[config.mk]
export PLATFORM = sky130hd
export DESIGN_NAME = jtframe_neptuno_joy
export DESIGN_NICKNAME = d
export VERILOG_FILES = /design/src/rtl/jtframe_neptuno_joy.sv
export SDC_FILE = /design/constraint.sdc
export NUM_CORES = 1
export LEC_CHECK = 0
export ABC_AREA = 0
export CAP_MARGIN = 20
export CORE_MARGIN = 2
export CORE_UTILIZATION = 63
export DETAILED_ROUTE_END_ITERATION = 10
export GPL_TIMING_DRIVEN = 0
export PLACE_DENSITY = 0.8
export SKIP_LAST_GASP = 1
export SLEW_MARGIN = 20
export SYNTH_ARGS = -nofsm -noshare
export SYNTH_HDL_FRONTEND = slang
export SYNTH_SLANG_ARGS = --single-unit
[constraint.sdc]
create_clock -name clk -period 7.95 [get_ports clk]
set_input_delay 1.59 -clock clk [delete_from_list [all_inputs] [get_ports clk]]
set_output_delay 1.59 -clock clk [all_outputs]
set_load 0.03 [all_outputs]
[src/rtl/jtframe_neptuno_joy.sv]
// NeptUNO serial joystick scanner: walks the 74HC165 chain in two select
// phases and publishes glitch-filtered, active-low button words per player.
module jtframe_neptuno_joy #(
    parameter int HALF   = 4,
    parameter int SETTLE = 32,
    parameter int PERIOD = 48000
) (
    input  logic        clk,
    input  logic        rst,
    input  logic        scan_en,
    output logic        JOY_CLK,
    output logic        JOY_LOAD,
    output logic        JOY_SELECT,
    input  logic        JOY_DATA,
    output logic [15:0] joy1,
    output logic [15:0] joy2,
    output logic        scan_done
);
    localparam int CMAX = (SETTLE > HALF) ? SETTLE : HALF;
    localparam int CW   = $clog2(CMAX + 1);
    localparam int TW   = $clog2(PERIOD + 1);

    typedef enum logic [2:0] {
        ST_IDLE, ST_SETTLE, ST_LOAD, ST_SHLO, ST_SHHI, ST_DONE
    } state_t;

    typedef struct packed {
        logic [15:0] p1;
        logic [15:0] p2;
    } scan_t;

    state_t        state;
    logic [CW-1:0] cnt;
    logic [3:0]    bitcnt;
    logic          phase;
    logic [TW-1:0] timer;
    logic [1:0]    sync_pipe;
    logic [15:0]   sr0, sr1;
    scan_t         raw, prev;
    logic          data_s, start, half_end, settle_end;

    assign data_s     = sync_pipe[1];
    assign start      = (state == ST_IDLE) && scan_en && (timer == '0);
    assign half_end   = (cnt == CW'(HALF - 1));
    assign settle_end = (cnt == CW'(SETTLE - 1));
    // sr[15:8] holds the player 1 byte (first eight bits out), sr[7:0] player 2
    assign raw = {sr1[15:8], sr0[15:8], sr1[7:0], sr0[7:0]};

    always_ff @(posedge clk or posedge rst) begin
        if (rst) sync_pipe <= 2'b11;
        else     sync_pipe <= {sync_pipe[0], JOY_DATA};
    end

    always_ff @(posedge clk or posedge rst) begin
        if (rst)                           timer <= '0;
        else if (start)                    timer <= TW'(PERIOD - 1);
        else if (scan_en && timer != '0)   timer <= timer - TW'(1);
    end

    always_ff @(posedge clk or posedge rst) begin
        if (rst) begin
            state      <= ST_IDLE;
            cnt        <= '0;
            bitcnt     <= '0;
            phase      <= 1'b0;
            JOY_CLK    <= 1'b0;
            JOY_LOAD   <= 1'b1;
            JOY_SELECT <= 1'b1;
            scan_done  <= 1'b0;
            sr0        <= '1;
            sr1        <= '1;
            prev       <= '1;
            joy1       <= '1;
            joy2       <= '1;
        end else begin
            scan_done <= 1'b0;
            case (state)
                ST_IDLE: if (start) begin
                    state      <= ST_SETTLE;
                    phase      <= 1'b0;
                    cnt        <= '0;
                    JOY_SELECT <= 1'b1;
                end
                ST_SETTLE: if (settle_end) begin
                    state    <= ST_LOAD;
                    cnt      <= '0;
                    JOY_LOAD <= 1'b0;
                end else cnt <= cnt + CW'(1);
                ST_LOAD: if (half_end) begin
                    state    <= ST_SHLO;
                    cnt      <= '0;
                    bitcnt   <= '0;
                    JOY_LOAD <= 1'b1;
                end else cnt <= cnt + CW'(1);
                ST_SHLO: if (half_end) begin
                    if (!phase) sr0 <= {sr0[14:0], data_s};
                    else        sr1 <= {sr1[14:0], data_s};
                    state   <= ST_SHHI;
                    cnt     <= '0;
                    JOY_CLK <= 1'b1;
                end else cnt <= cnt + CW'(1);
                ST_SHHI: if (half_end) begin
                    cnt     <= '0;
                    JOY_CLK <= 1'b0;
                    if (bitcnt == 4'd15) begin
                        if (!phase) begin
                            phase      <= 1'b1;
                            state      <= ST_SETTLE;
                            JOY_SELECT <= 1'b0;
                        end else begin
                            state     <= ST_DONE;
                            scan_done <= 1'b1;
                        end
                    end else begin
                        bitcnt <= bitcnt + 4'd1;
                        state  <= ST_SHLO;
                    end
                end else cnt <= cnt + CW'(1);
                ST_DONE: begin
                    // publish only when two consecutive scans agree
                    if (raw == prev) begin
                        joy1 <= raw.p1;
                        joy2 <= raw.p2;
                    end
                    prev       <= raw;
                    state      <= ST_IDLE;
                    JOY_SELECT <= 1'b1;
                end
                default: state <= ST_IDLE;
            endcase
        end
    end
endmodule

After elaboration in Yosys (flattened, before gate mapping)
Index checks and enable logic that the tools add are counted.
- register bits: 132
- bits of input ports: 4
- output and inout bits: 36
- word-level logic and storage cells: 97
- $add $sub $neg: 3
- equality and inequality tests: 17
- muxes and demuxes: 36
- bitwise operators: 1
- reduce and logical (&&, ||, !) cells: 24
- operators by type and width (kind ; count):
    equality test 32 bit ; 1
    2-to-1 mux 16 bit ; 2
    2-to-1 mux 3 bit ; 7
    2-to-1 mux 6 bit ; 3
    one-hot mux 6 bit (3 select lines) ; 1
    logical NOT 16 bit ; 1
    inequality test 2 bit (second input constant) ; 8
    nonzero test 16 bit ; 1
    subtractor 16 x 1 -> 16 bit (second input constant) ; 1
    one-hot mux 3 bit (5 select lines) ; 1
    2-to-1 mux 1 bit ; 14
    2-to-1 mux 4 bit ; 3
    AND reduction 3 bit ; 4
    AND reduction 5 bit ; 2
    nonzero test 2 bit ; 5
    one-hot mux 4 bit (2 select lines) ; 1
    AND reduction 4 bit ; 2
    adder 6 x 1 -> 6 bit (second input constant) ; 1
    equality test 3 x 2 -> 1 bit (second input constant) ; 2
    equality test 3 bit (second input constant) ; 2
    equality test 6 x 2 -> 1 bit (second input constant) ; 1
    equality test 6 x 5 -> 1 bit (second input constant) ; 1
    one-hot mux 1 bit (2 select lines) ; 3
    nonzero test 3 bit ; 2
    other kinds (9) ; 12

Longest topological paths before layout
Gate-level depths: netlist of run 1.
- depth in word-level cells: 5
- mapped depth: 8
- depth with buffers taken out: 7

Worst setup path after synthesis of run 1
OpenSTA, ideal clock, no wires.
- path type: input to register
- start: in scan_en
- end: reg timer[13]
- library setup time: 0.075 ns
- arrival: 2.615 ns
- required time: 7.875 ns
- path slack: 5.260 ns
- stages on the path: 5
- path buffers: 0
- cell sequence: nor4b_1 > nand4_1 > a211o_1 > or3_1 > nand3_1
- cells in the longest elaborated chain, start to end: 3
- elaborated cells between the ends (all ways): 5
- classes of those cells: mux (1); reduce/logical (4)
- ends and longest elaborated chain (item ; RTL line ; RTL):
    from (decl) ; 10 ; input logic scan_en,
    logical AND 1 bit (2 in series) ; 43 ; assign start = (state == ST_IDLE) && scan_en && (timer == '0);
    2-to-1 mux 16 bit or nonzero test 2 bit (tied branches) ; - ;
    to (signal assigned) ; 56 ; else if (start) timer <= TW'(PERIOD - 1);
    to (signal assigned) ; 57 ; else if (scan_en && timer != '0) timer <= timer - TW'(1);
    to (decl) ; 36 ; logic [TW-1:0] timer;
Several ways; a longest one is shown, not always the timed one.
A chain may end at the register's enable or synchronous reset.

Final worst setup path of run 1
- start: reg joy1[14]
- end: out joy1[14]
- RTL lines (item ; RTL line ; RTL):
    from (decl) ; 15 ; output logic [15:0] joy1,
    from (signal assigned) ; 122 ; joy1 <= raw.p1;
No word-level cell between the ends.

==> key figures, run 1 <==
Setup path
  • Reg2reg start: cnt[0]
  • Arr. time, crit path: 1.74 ns
  • Crit-path max FO: 2
  • Worst path top cell family by delay: buffers and inverters
  • Worst reg2reg setup slack: 5.28 ns
  • CP Buf/Inv Count: 1
  • Crit start category: register
  • CP required: 6.36 ns
  • Crit-path cells: clkdlybuf4s50_1
  • CP peak stage delay: 0.68 ns
  • FF-to-FF End: sr0[3]
  • R2R depth: 8
  • Crit end category: output port
  • CP max-delay cell: clkdlybuf4s50_1
  • Kind of critical path: reg -> out

Clock network
  • H-tree Lvls: 4
  • TritonCTS buffer count: 17
  • CTS max path bufs: 2
  • Clock Tree Root: clkbuf_8
  • Clock Sinks: approximately 130
  • Hold Buf Count CTS: 0
  • Post_cts resized: 0
  • CTS tree: built
  • Clock transition at path regs: 0.06 ns
  • Postcts setup bufs: 0
  • Worst skew pair latency: 0.52 ns

Timing
  • Slew margin rel.: 0.412
  • Worst slew pin tran: 0.870 ns
  • Fmax: 300 MHz
  • Clock skew: ~0.012 ns
  • Hold slack final: roughly 0.36 ns
  • Max Slew Vio Count: 0
  • Unrepaired setup endpoints after global routing: false
  • Final period utilization: 0.419
  • Min Clock Period, post-route: 3.33 ns
  • Final setup violation count: 0
  • Final Hold Fails: 0
  • Fin Setup TNS: 0 ns

Drt
  • Vias per cell: 5.84
  • DR iter-0 viols: between 100 and 150
  • Routed WL per cell: 18.0 um
  • Pre-antenna DRT Iters: 4
  • # DRC: 0
  • Final wirelength: 11800 um
  • Via count: 3830
  • Antenna-violating nets left: 0

Yosys
  • Synth area leader: dfstp_2
  • Post-synth net total: between 400 and 500
  • Synth Instances: 455
  • Post-synth top flop: dfstp_2
  • Ys async rst share: 1.00
  • Synth unique cells: 50
  • Yosys top cell area share: 0.437
  • Synth Cell Area: 6020 um^2
  • Sequential share of the synthesized area: 0.570
  • EDFF count, synth: 0
  • Avg Inst Size Synth: ~13 um^2
  • Yosys warns: 0
  • Flip-flop and latch count after synthesis: ~130
  • Main area contributors after synthesis: dfstp_2 (44%), mux2_2 (18%), dfrtp_1 (13%)

Run status
  • Outcome: finished, final reports clean

Worst hold path
  • Worst Hold Class: reg -> reg
  • Min-Delay Endpoint: sync_pipe[1]
  • HP Start: sync_pipe[0]
  • Hold Path Depth: 0

Power and ir drop
  • Total power: 1480 uW
  • PwrDens: 206 nW/um^2
  • Max VDD drop: 0.157 mV
  • P_leak: 0.00319 uW

Global route
  • Grt total ovfl: 0
  • First-pass GRT wire length: 19900 um
  • Vias in the first global route: just over 4000
  • Initial antenna violation count: 0
  • Total global-route track usage: 0.255
  • Largest net degree at the start of global routing: 73

Job
  • Number of max-cap violations: 0

Cells and area
  • Finished Cell Area: 7200 um^2
  • Multi-input gate area: 2470 um^2
  • Nets@finish: 522
  • Fraction of layout cells with a size suffix above 1: 0.463
  • Filler Cell Count: ~550
  • Ant. Diodes: 0
  • Final non-filler cell total: about 660
  • P&R area growth vs syn: 19.7%
  • Register Area: 3430 um^2
  • Most frequent cells in the layout: dfstp_2 (100), mux2_2 (97), clkdlybuf4s50_1 (39)
  • Commonest non-fill, non-tap cell in the layout: dfstp_2

Floorplan
  • Row Count: 35
  • Die H: 102 um
  • Starting Density: 0.651
  • Die area: 10300 um^2
  • Die width: 102 um
  • # IOs: 40
  • Core area: 9240 um^2

Placed design
  • DPL Wire Length: 7710 um
  • Dpl cell area: 6600 um^2
  • DP Cell Count: 624
  • IO buf count: 39
  • Routability cong.: 0.902
how the worst max path moves through the flow:
stage	startpoint	to	slack, ns	depth (start not counted)
global placement	rst	scan_done	1.35	2
global route	joy1[14]	joy1[14]	4.57	1
detailed placement	scan_en	timer[14]	4.56	5
floorplan	rst	JOY_CLK	3.00	1
CTS	joy1[14]	joy1[14]	4.61	1
finish	joy1[14]	joy1[14]	4.62	1
cell families (layout without fill, tap and decap cells):
group / Yosys count / after routing / share of synthesized area
flip-flops: 132 / 132 / 0.570
AND/OR/NAND/NOR: 104 / 104 / 0.101
multiplexers: 101 / 101 / 0.188
AO/OA/AOI/OAI: 46 / 46 / 0.0501
XOR/XNOR: 43 / 43 / 0.0626
buffers and inverters: 25 / 97 / 0.0200
adder cells (fa/ha/maj): 4 / 4 / 0.00832
cell usage after synthesis, types with 4 or more instances:
cell type	number
a21oi_1	9
a31oi_1	4
and3_1	4
clkbuf_1	7
dfrtp_1	32
dfstp_2	100
ha_1	4
inv_1	9
mux2_2	97
nand2_1	26
nand3_1	14
nor2_1	11
nor3_1	9
nor4_1	11
o21ai_0	13
or3_1	5
or4_1	4
xnor2_1	14
xor2_1	29
sequential cells by signal, summed over array words and instances, names as in the netlist:
signal	count
bitcnt	4
JOY_SELECT	1
phase	1
sync_pipe	2
sr1	16
cnt	6
timer	16
JOY_CLK	1
prev	32
scan_done	1
sr0	16
joy2	16
joy1	16
JOY_LOAD	1
state	3
metrics by stage:
stage | util | setup WS (ns)
floorplan | - | 3.00
global placement | 0.711 | 1.35
detailed placement | 0.714 | 4.56
CTS | 0.779 | 4.61
global route | 0.779 | 4.57
finish | 0.779 | 4.62
per-layer routing:
metal | track usage | vias to the layer above | routed length (um)
li1 | - | 1763 | -
met1 | 0.315 | 1968 | 5010
met2 | 0.435 | 83 | 6230
met3 | 0.0607 | 16 | 386
met4 | 0.0988 | 0 | 184
met5 | 0 | - | 0
power breakdown:
group / switching (uW) / total [uW] / internal (uW)
logic: 14.7 / 19.3 / 4.57
clock network: 289 / 783 / 494
registers: 1.44 / 678 / 677
total: 305 / 1480 / 1180
final cells by class:
class                   instances  area share
repair buffers                 40      0.0581
well taps                     129      0.0224
multi-input cells             298       0.343
clock inverters                12      0.0212
clock buffers                  20      0.0619
flip-flops and latches        132       0.476
inverters                       9     0.00539
plain buffers                  16      0.0120
Note: power is estimated with default switching activity, not from simulation.
==> inputs of run 2 (changes only) <==
--- a/config.mk
+++ b/config.mk
@@ -8,10 +8,10 @@
 export ABC_AREA = 0
 export CAP_MARGIN = 20
 export CORE_MARGIN = 2
-export CORE_UTILIZATION = 63
+export CORE_UTILIZATION = 59
 export DETAILED_ROUTE_END_ITERATION = 10
 export GPL_TIMING_DRIVEN = 0
-export PLACE_DENSITY = 0.8
+export PLACE_DENSITY = 0.76
 export SKIP_LAST_GASP = 1
 export SLEW_MARGIN = 20
 export SYNTH_ARGS = -nofsm -noshare
==> constraint.sdc (replaced) <==
create_clock -name clk -period 3.1 [get_ports clk]
set_input_delay 0.62 -clock clk [delete_from_list [all_inputs] [get_ports clk]]
set_output_delay 0.62 -clock clk [all_outputs]
set_load 0.03 [all_outputs]
==> run 2 against run 1 <==
Against the previous run: total power increased to 2.5 times the previous value; clock power increased by 150%; sequential share of layout area decreased by 0.26 points; critical path depth increased by 5; combinational power increased to 3.1 times the previous value; clock-buffer cell count decreased by 1; worst hold slack got worse by 0.0067 ns; first-iteration DRC count decreased by 16%; register-to-register slack got worse by 4.8 ns; die area increased by 6.5%; global-route usage decreased by 2.1 points; non-clock buffer count increased by 3; critical endpoint is now joy1[13].
==> key figures, run 2 (same netlist as run 1, synthesis figures left out) <==
Timing
  • Worst slew pin tran: 0.945 ns
  • Unrepaired setup endpoints after global routing: false
  • Final period utilization: 0.860
  • Slew margin rel.: 0.362
  • Clock skew: between 0.01 and 0.015 ns
  • Final Hold Fails: 0
  • Fmax: roughly 380 MHz
  • Max Slew Vio Count: 0
  • Final setup violation count: 0
  • Min Clock Period, post-route: 2.67 ns

Global route
  • Initial antenna violation count: 0
  • Grt total ovfl: 0
  • Total global-route track usage: 0.235
  • First-pass GRT wire length: 20000 um
  • Largest net degree at the start of global routing: 38
  • Vias in the first global route: 4012

Drt
  • Vias per cell: about 5.7
  • Pre-antenna DRT Iters: 4
  • # DRC: 0
  • DR iter-0 viols: 107
  • Routed WL per cell: about 18 um
  • Final wirelength: about 12000 um
  • Via count: 3785
  • Antenna-violating nets left: 0

Floorplan
  • # IOs: 40
  • Starting Density: 0.613
  • Core area: 9820 um^2
  • Row Count: 36
  • Die H: 105 um
  • Die width: 105 um
  • Die area: 11000 um^2

Job
  • Number of max-cap violations: 0

Setup path
  • R2R depth: 6
  • CP peak stage delay: 0.61 ns
  • Kind of critical path: reg -> reg
  • Reg2reg start: sr1[13]
  • Crit end category: register
  • Worst reg2reg setup slack: about 0.43 ns
  • FF-to-FF End: joy1[13]
  • Crit-path cells: xnor2_1 > nand4_1 > or4_1 > nor4_4 > buf_6 > mux2_2
  • Worst setup startpoint: sr1[13]
  • Crit start category: register
  • CP max-delay cell: or4_1
  • Worst path top cell family by delay: simple AND/OR/NAND/NOR gates
  • Arr. time, crit path: 3.12 ns
  • Crit-path max FO: 10
  • CP Buf/Inv Count: 1
  • CP required: 3.55 ns

Clock network
  • H-tree Lvls: 4
  • TritonCTS buffer count: 17
  • CTS max path bufs: 2
  • Clock Sinks: 132
  • Post_cts resized: 0
  • Worst skew pair latency: approximately 0.53 ns
  • Clock Tree Root: clkbuf_8
  • Hold Buf Count CTS: 0
  • Postcts setup bufs: 0
  • CTS tree: built
  • Clock transition at path regs: 0.06 ns

Cells and area
  • Filler Cell Count: 677
  • Fraction of layout cells with a size suffix above 1: 0.466
  • Commonest non-fill, non-tap cell in the layout: dfstp_2
  • Register Area: approximately 3400 um^2
  • Utilization after layout: 0.737
  • Ant. Diodes: 0
  • Nets@finish: 525
  • Most frequent cells in the layout: dfstp_2 (100), mux2_2 (97), clkdlybuf4s50_1 (39)
  • Multi-input gate area: 2470 um^2
  • Number of flip-flops under the largest register name: 32
  • Reg with most FFs: prev
  • P&R area growth vs syn: 20.3%

Worst hold path
  • HP Start: sync_pipe[0]
  • Min-Delay Endpoint: sync_pipe[1]
  • Worst Hold Class: reg -> reg
  • Hold Path Depth: 0

Placed design
  • IO buf count: 39
  • DPL Wire Length: 8010 um
  • Routability cong.: 0.877

Power and ir drop
  • P_leak: around 0.0032 uW
  • Total power: 3730 uW
  • Max VDD drop: 0.352 mV
  • PwrDens: between 500 and 600 nW/um^2

Run status
  • Outcome: finished, final reports clean
[run 2: cell types whose count changed in the layout (fill, tap and decap cells not counted), moves of 2 or more]
cell and delta:
inv_6 -2, clkinv_2 +2, clkbuf_8 -2, buf_12 +3
[run 2: per-stage QoR]
step	worst slack, ns	instances	hold WS [ns]	area (um^2)	TNS, ns
3_5_place_dp	0.525	631	0.348	6660	0
3_3_place_gp	-0.201	627	0.348	6580	-6.31
6_report	0.434	663	0.357	7240	0
2_1_floorplan	0.878	455	0.345	6020	0
5_1_grt	0.320	663	0.370	7240	0
4_1_cts	0.483	663	0.360	7240	0
[run 2: final cells by class]
| cell class | count | area share |
|---|---|---|
| clock inverters | 13 | 0.0180 |
| clock buffers | 19 | 0.0612 |
| plain buffers | 16 | 0.0119 |
| inverters | 9 | 0.00519 |
| well taps | 133 | 0.0230 |
| multi-input cells | 298 | 0.341 |
| repair buffers | 43 | 0.0660 |
| flip-flops and latches | 132 | 0.474 |
[run 2: how the worst max path moves through the flow]
stage,to,slack [ns],cells after the start
after floorplan,cnt[5],0.88,7
after global placement,timer[12],-0.20,2
after detailed placement,sr0[15],0.52,8
after CTS,joy1[0],0.48,6
after global routing,sr0[15],0.32,8
final,joy1[13],0.43,6
[run 2: power breakdown]
group          switching (uW)  internal [uW]  leakage (uW)  total (uW)
combinational            40.7           19.2       0.00147        59.9
clock                     740           1190      0.000283        1930
sequential               3.93           1740       0.00145        1740
total                     784           2940       0.00320        3730
[run 2: routing by layer]
| layer | global-route usage | vias to the layer above | routed length, um |
|---|---|---|---|
| li1 | - | 1763 | - |
| met3 | 0.0605 | 24 | 373 |
| met1 | 0.289 | 1925 | 4980 |
| met5 | 0 | - | 0 |
| met4 | 0.100 | 0 | 281 |
| met2 | 0.391 | 73 | 6110 |
